`config.mk`:
```
export PLATFORM = sky130hd
export DESIGN_NAME = aq_gemac_mdio_master
export DESIGN_NICKNAME = d
export VERILOG_FILES = /design/src/rtl/aq_gemac_mdio_master.sv
export SDC_FILE = /design/constraint.sdc
export NUM_CORES = 1
export LEC_CHECK = 0
export ABC_AREA = 0
export CORE_MARGIN = 2
export CORE_UTILIZATION = 54
export DETAILED_ROUTE_END_ITERATION = 8
export GPL_TIMING_DRIVEN = 0
export HOLD_SLACK_MARGIN = 0.15
export PLACE_DENSITY = 0.86
export SYNTH_ARGS = -nofsm -noshare
export SYNTH_HDL_FRONTEND = slang
export SYNTH_SLANG_ARGS = --single-unit
```
`constraint.sdc`:
```
create_clock -name CLK -period 3.4 [get_ports CLK]
set_input_delay 0.34 -clock CLK [delete_from_list [all_inputs] [get_ports CLK]]
set_output_delay 0.34 -clock CLK [all_outputs]
set_load 0.01 [all_outputs]
```
`src/rtl/aq_gemac_mdio_master.sv`:
```
// aq_gemac_mdio_master
// IEEE 802.3 Clause 22 MDIO management master. It sends one read or write
// frame per accepted request and returns read data. A TA bit of 1 means that
// no PHY answered.
// Defining AQ_GEMAC_MDIO_C45_EN adds Clause 45 framing (ST=00, OP from
// MIIM_OP) for requests that set MIIM_C45=1.
module aq_gemac_mdio_master #(
  parameter int CLK_DIV      = 25,  // CLK cycles per MDC half-period, >= 2
  parameter int PREAMBLE_LEN = 32   // preamble ones, 0..32
) (
  input  logic        CLK,
  input  logic        RST_N,
  input  logic        MIIM_REQUEST,
  input  logic        MIIM_WRITE,
  input  logic [4:0]  MIIM_PHY_ADDRESS,
  input  logic [4:0]  MIIM_REG_ADDRESS,
  input  logic [15:0] MIIM_WDATA,
  input  logic        MIIM_C45,
  input  logic [1:0]  MIIM_OP,
  output logic [15:0] MIIM_RDATA,
  output logic        MIIM_RVALID,
  output logic        MIIM_RERR,
  output logic        MIIM_BUSY,
  output logic        MDC,
  input  logic        MDIO_IN,
  output logic        MDIO_OUT,
  output logic        MDIO_OUT_ENABLE
);

  localparam int               DIV_W    = $clog2(CLK_DIV);
  localparam logic [DIV_W-1:0] DIV_LAST = DIV_W'(CLK_DIV - 1);
  localparam logic             PRE_EN   = (PREAMBLE_LEN > 0);
  localparam logic [4:0]       PRE_LAST = PRE_EN ? 5'(PREAMBLE_LEN - 1) : 5'd0;

  localparam logic [3:0] S_IDLE = 4'd0;
  localparam logic [3:0] S_PRE  = 4'd1;
  localparam logic [3:0] S_ST   = 4'd2;
  localparam logic [3:0] S_OP   = 4'd3;
  localparam logic [3:0] S_PHY  = 4'd4;
  localparam logic [3:0] S_REG  = 4'd5;
  localparam logic [3:0] S_TA   = 4'd6;
  localparam logic [3:0] S_DATA = 4'd7;
  localparam logic [3:0] S_DONE = 4'd8;

  logic [3:0]       state, adv_state;
  logic [4:0]       bit_cnt, adv_cnt;   // bits left in the field, minus one
  logic [DIV_W-1:0] div_cnt;
  logic [4:0]       phy_q, reg_q;
  logic [15:0]      wdata_q, rx_shift;
  logic [1:0]       st_q, op_q;
  logic             rd_q, ta_err;
  logic             tick, mdc_rise, mdc_fall, tx_out, tx_oe;

`ifndef AQ_GEMAC_MDIO_C45_EN
  logic unused_c45;
  assign unused_c45 = ^{MIIM_C45, MIIM_OP};
`endif

  assign tick     = MIIM_BUSY && (div_cnt == DIV_LAST);
  assign mdc_rise = tick && !MDC;
  assign mdc_fall = tick && MDC;

  // Frame position after the current bit: next bit of this field, or the next field.
  always_comb begin
    // NOTE: default every output first so no path leaves one unassigned (no latch).
    adv_state = state;
    adv_cnt   = bit_cnt - 5'd1;
    if (bit_cnt == 5'd0) begin
      case (state)
        S_PRE:   begin adv_state = S_ST;   adv_cnt = 5'd1;  end
        S_ST:    begin adv_state = S_OP;   adv_cnt = 5'd1;  end
        S_OP:    begin adv_state = S_PHY;  adv_cnt = 5'd4;  end
        S_PHY:   begin adv_state = S_REG;  adv_cnt = 5'd4;  end
        S_REG:   begin adv_state = S_TA;   adv_cnt = 5'd1;  end
        S_TA:    begin adv_state = S_DATA; adv_cnt = 5'd15; end
        S_DATA:  begin adv_state = S_DONE; adv_cnt = 5'd0;  end
        default: begin adv_state = S_IDLE; adv_cnt = 5'd0;  end
      endcase
    end
  end

  // Pad value and enable for the bit at the position computed above.
  always_comb begin
    tx_oe  = 1'b1;
    tx_out = 1'b0;
    case (adv_state)
      S_PRE:  tx_out = 1'b1;
      S_ST:   tx_out = st_q[adv_cnt[0]];
      S_OP:   tx_out = op_q[adv_cnt[0]];
      S_PHY:  tx_out = phy_q[adv_cnt[2:0]];
      S_REG:  tx_out = reg_q[adv_cnt[2:0]];
      S_TA:   if (rd_q) tx_oe = 1'b0; else tx_out = adv_cnt[0];  // write TA = 1,0
      S_DATA: if (rd_q) tx_oe = 1'b0; else tx_out = wdata_q[adv_cnt[3:0]];
      default: tx_oe = 1'b0;
    endcase
  end

  // Request accept, MDC divider, bit sequencing and read capture.
  always_ff @(posedge CLK or negedge RST_N) begin
    if (!RST_N) begin
      state           <= S_IDLE;
      bit_cnt         <= 5'd0;
      div_cnt         <= '0;
      phy_q           <= 5'd0;
      reg_q           <= 5'd0;
      wdata_q         <= 16'd0;
      st_q            <= 2'b00;
      op_q            <= 2'b00;
      rd_q            <= 1'b0;
      ta_err          <= 1'b0;
      rx_shift        <= 16'd0;
      MIIM_RDATA      <= 16'd0;
      MIIM_RVALID     <= 1'b0;
      MIIM_RERR       <= 1'b0;
      MIIM_BUSY       <= 1'b0;
      MDC             <= 1'b0;
      MDIO_OUT        <= 1'b0;
      MDIO_OUT_ENABLE <= 1'b0;
    end else begin
      // NOTE: non-blocking updates, so every register here sees the values from before the edge.
      MIIM_RVALID <= 1'b0;
      if (!MIIM_BUSY) begin
        div_cnt <= '0;
        if (MIIM_REQUEST) begin
          phy_q     <= MIIM_PHY_ADDRESS;
          reg_q     <= MIIM_REG_ADDRESS;
          wdata_q   <= MIIM_WDATA;
          st_q      <= 2'b01;
          op_q      <= MIIM_WRITE ? 2'b01 : 2'b10;
          rd_q      <= !MIIM_WRITE;
`ifdef AQ_GEMAC_MDIO_C45_EN
          if (MIIM_C45) begin
            st_q <= 2'b00;
            op_q <= MIIM_OP;
            rd_q <= MIIM_OP[1];
          end
`endif
          MIIM_BUSY       <= 1'b1;
          MIIM_RERR       <= 1'b0;
          ta_err          <= 1'b0;
          MDC             <= 1'b0;
          state           <= PRE_EN ? S_PRE : S_ST;
          bit_cnt         <= PRE_EN ? PRE_LAST : 5'd1;
          // The first bit is a preamble 1, or the leading 0 of ST.
          MDIO_OUT        <= PRE_EN;
          MDIO_OUT_ENABLE <= 1'b1;
        end
      end else if (state == S_DONE) begin
        MIIM_BUSY <= 1'b0;
        state     <= S_IDLE;
        div_cnt   <= '0;
      end else begin
        div_cnt <= tick ? '0 : div_cnt + 1'b1;
        if (mdc_rise) begin
          MDC <= 1'b1;
          if (rd_q && state == S_TA && bit_cnt == 5'd0) ta_err <= MDIO_IN;
          if (rd_q && state == S_DATA) rx_shift <= {rx_shift[14:0], MDIO_IN};
        end
        if (mdc_fall) begin
          MDC             <= 1'b0;
          state           <= adv_state;
          bit_cnt         <= adv_cnt;
          MDIO_OUT        <= tx_out;
          MDIO_OUT_ENABLE <= tx_oe;
          if (adv_state == S_DONE) begin
            MIIM_RERR <= rd_q && ta_err;
            if (rd_q) begin
              MIIM_RDATA  <= rx_shift;
              MIIM_RVALID <= 1'b1;
            end
          end
        end
      end
    end
  end

endmodule

```
==> results_dict.tcl <==
set metrics [dict create \
    wl_per_cell_um 14.9 \
    synth-warning-count 0 \
    setup_violations 0 \
    synth_flop_cell "dfrtp_1" \
    fp.dieW_um 89.2 \
    finClkSkew_ps 8.00 \
    path_class "flip-flop to flip-flop" \
    first_pass_iters 4 \
    grt_max_degree 61 \
    finalCritPeriodShare_pct 89.0 \
    clockBufferDepth 2 \
    cts_tree "built" \
    die-area_mm2 0.00795 \
    yosysUniqueCellTypes 54 \
    wl_um 8220 \
    hold_viol 0 \
    routabilityCongestion 0.898 \
    grtUsageTotal_pct 22.8 \
    grt_first_pass_wirelength_um 13800 \
    diodes 0 \
    status "finished clean" \
    period_needed_ps 3030 \
    min_path_type "input pin to asynchronous set/reset pin" \
    antenna_found_initial 0 \
    drv_cap 0 \
    synthAdderAreaFrac_pct 1.53 \
    die_y_um 89.2 \
    seq_area_frac_synth_pct 52.4 \
    start_util_pct 54.9 \
    crit_path_start_kind "flip-flop" \
    dpl.hpwl_um 5990 \
    synth_edf_count 0 \
    portBuffers 52 \
    crit_arrival_ps 3300 \
    route.detailed.drc 0 \
    synth-seq-cells 82 \
    drtIter0Drc 232 \
    p_leak_uw 0.00229 \
    synthCells 383 \
    nFillCells 564 \
    drive_gt1_share_pct 15.0 \
    switchingPower_uw 472 \
    rows 31 \
    yosys-mux-area-fraction_pct 13.3 \
    vias 2977 \
    final_core_util_pct 67.0 \
    power_frac_clock_pct 37.0 \
    ant_nets 0 \
    cts_buffers 9 \
    synth_async_sr_flop_share_pct 100 \
    peakVddDrop_v 0.000240 \
    path_clk_slew_ps 90 \
    endpoint_kind "flip-flop" \
    rsz0062_at_grt "false" \
    clkLatencyLatePin_ps 360 \
    clock_tree.htree_level_count 3 \
    max_freq_ghz 0.330 \
    cts_resized 0 \
    drv_slew 0 \
    area_growth_pct 22.0 \
    synth_top_family_by_area "simple AND/OR/NAND/NOR gates" \
    cts.sinks 82 \
    ios 56 \
    syn_nets 421 \
    internal-power_uw 1340 \
    pwr_density_cell_mw_per_mm2 380 \
    vias_per_cell 5.39 \
    critPathRequiredTime_ps 3670 \
    grt_overflow 0 \
    crit_fanout 10 \
    post_synth.cell_area_avg_um2 10.2 \
    grt_pass1_vias 2994 \
    yosys-top-cells-area "dfrtp_1 52%, mux2_2 9.8%, nand2_1 9.3%" \
    yosys.area_share.simple_pct 18.6 \
    synth_compound_area_share_pct 9.00 \
    syn-cell-area_mm2 0.00392 \
    root_buffer "clkbuf_8" \
    tightest_slew_ps 688 \
    synth_xor_area_share_pct 1.34 \
    final_nets 486 \
    core_mm2 0.00714 \
    combPwrFrac_pct 7.4 \
    yosysTopAreaCellShare_pct 52.4 \
    cts_setup_buffers 0 \
    slew_headroom_pct 53.9 \
    whs_ps 410 \
    yosys.area.top_type "dfrtp_1" \
    p_seq_share_pct 55.6 \
    netSwitchingFraction_pct 26.0 \
]
-- sequential cells by signal, summed over array words and instances, names as in the netlist, 2 cells and up --
name        cells
MIIM_RDATA     16
rx_shift       16
wdata_q        16
bit_cnt         5
div_cnt         5
phy_q           5
reg_q           5
state           4
op_q            2
-- critical path, stage by stage, from the launching register on --
cell	delay, ps
dfrtp_1	430
inv_1	110
ha_1	210
nor4b_1	310
buf_2	280
nand2b_1	120
o31a_2	380
mux2i_1	170
o31ai_1	240
o221ai_1	160
and3_1	220
o41ai_2	300
-- timing repair --
| action | 4_1_cts | 5_1_grt |
|---|---|---|
| hold buffers | 1 | 0 |
| endpoints found under the hold margin | 22 | 0 |
| setup endpoints to repair | 0 | 0 |
-- layout make-up --
cell class	instances	area [um2]	area share, %
plain buffers	22	115	2.41
clock buffers	9	124	2.59
clock inverters	7	60.1	1.26
inverters	9	33.8	0.706
multi-input cells	270	1720	35.9
flip-flops and latches	82	2050	42.9
well taps	99	124	2.59
repair buffers	54	556	11.6
-- per-layer routing --
metal	up-vias	routed length [um]	GRT usage (%)
met5	-	0	0
met4	0	182	10.3
met3	15	360	3.79
met2	70	4030	37.2
met1	1452	3650	30.1
li1	1440	-	-
-- cell usage after synthesis, types with 4 or more instances --
cell      count
ha_1          4
nand2_1      97
o21ai_0       9
and3_1        4
nand3_1       8
xor2_1        5
inv_1         9
nor2_1       17
mux2_2       34
dfrtp_1      82
mux2i_1      14
a21oi_1      14
clkbuf_1     14
nand2b_1      4
nor2b_1       4
nor3_1       11
-- stage by stage --
step / worst slack [ps] / instance area [um2] / TNS [ps] / power [uW] / std cells
floorplan: 779 / 3920 / 0 / 1080 / 383
global route: 63.8 / 4780 / 0 / 1870 / 552
CTS: 386 / 4780 / 0 / 1820 / 552
finish: 373 / 4780 / 0 / 1810 / 552
detailed placement: 430 / 4590 / 0 / 1160 / 535
global placement: -743 / 4560 / -60560 / 1150 / 534
-- cells in the final DEF, fill, tap and decap left out, drive strengths merged, types with 2 or more instances in the layout --
cell | synthesis | routed
a21o | 3 | 3
xor2 | 5 | 5
nand2 | 97 | 97
o31ai | 2 | 2
or3 | 3 | 3
nand2b | 4 | 4
nand3 | 8 | 8
o22ai | 3 | 3
inv | 9 | 13
buf | 8 | 10
dfrtp | 82 | 82
nor3 | 11 | 11
nor2b | 5 | 5
a31oi | 2 | 2
a22oi | 2 | 2
mux2 | 34 | 34
nand4b | 2 | 2
clkbuf | 14 | 23
and3 | 4 | 4
a21oi | 15 | 15
clkdlybuf4s50 | 0 | 51
nor2 | 18 | 18
ha | 4 | 4
mux2i | 14 | 14
a211oi | 2 | 2
o21ai | 9 | 9
nand4 | 3 | 3
a22o | 2 | 2
clkinvlp | 0 | 2
-- worst paths after layout --
check / start / endpoint / slack (ps) / cells past startpoint
worst max-delay path: bit_cnt[0]$_DFFE_PN0P_ / MDIO_OUT$_DFFE_PN0P_ / 370 / 11
min in group CLK: phy_q[4]$_DFFE_PN0P_ / phy_q[4]$_DFFE_PN0P_ / 480 / 2
worst min-delay path: RST_N / wdata_q[3]$_DFFE_PN0P_ / 410 / 2
worst min register to register: phy_q[4]$_DFFE_PN0P_ / phy_q[4]$_DFFE_PN0P_ / 480 / 2
max in group asynchronous: RST_N / MIIM_RDATA[9]$_DFFE_PN0P_ / 2410 / 3
worst max register to register: bit_cnt[0]$_DFFE_PN0P_ / MDIO_OUT$_DFFE_PN0P_ / 370 / 11
-- power by group through the flow --
stage               sequential (uW)  clock, uW  combinational, uW
CTS                            1010        677                135
detailed placement             1030          0                133
global placement               1030          0                125
finish                         1010        671                134
global route                   1010        711                150
floorplan                      1030          0               58.3
-- logic make-up (layout without fill, tap and decap cells) --
| family | Yosys count | count (layout) |
|---|---|---|
| adder cells (fa/ha/maj) | 5 | 5 |
| buffers and inverters | 31 | 101 |
| flip-flops | 82 | 82 |
| AND/OR/NAND/NOR | 161 | 161 |
| XOR/XNOR | 6 | 6 |
| multiplexers | 48 | 48 |
| AO/OA/AOI/OAI | 50 | 50 |
Note: power is estimated with default switching activity, not from simulation.
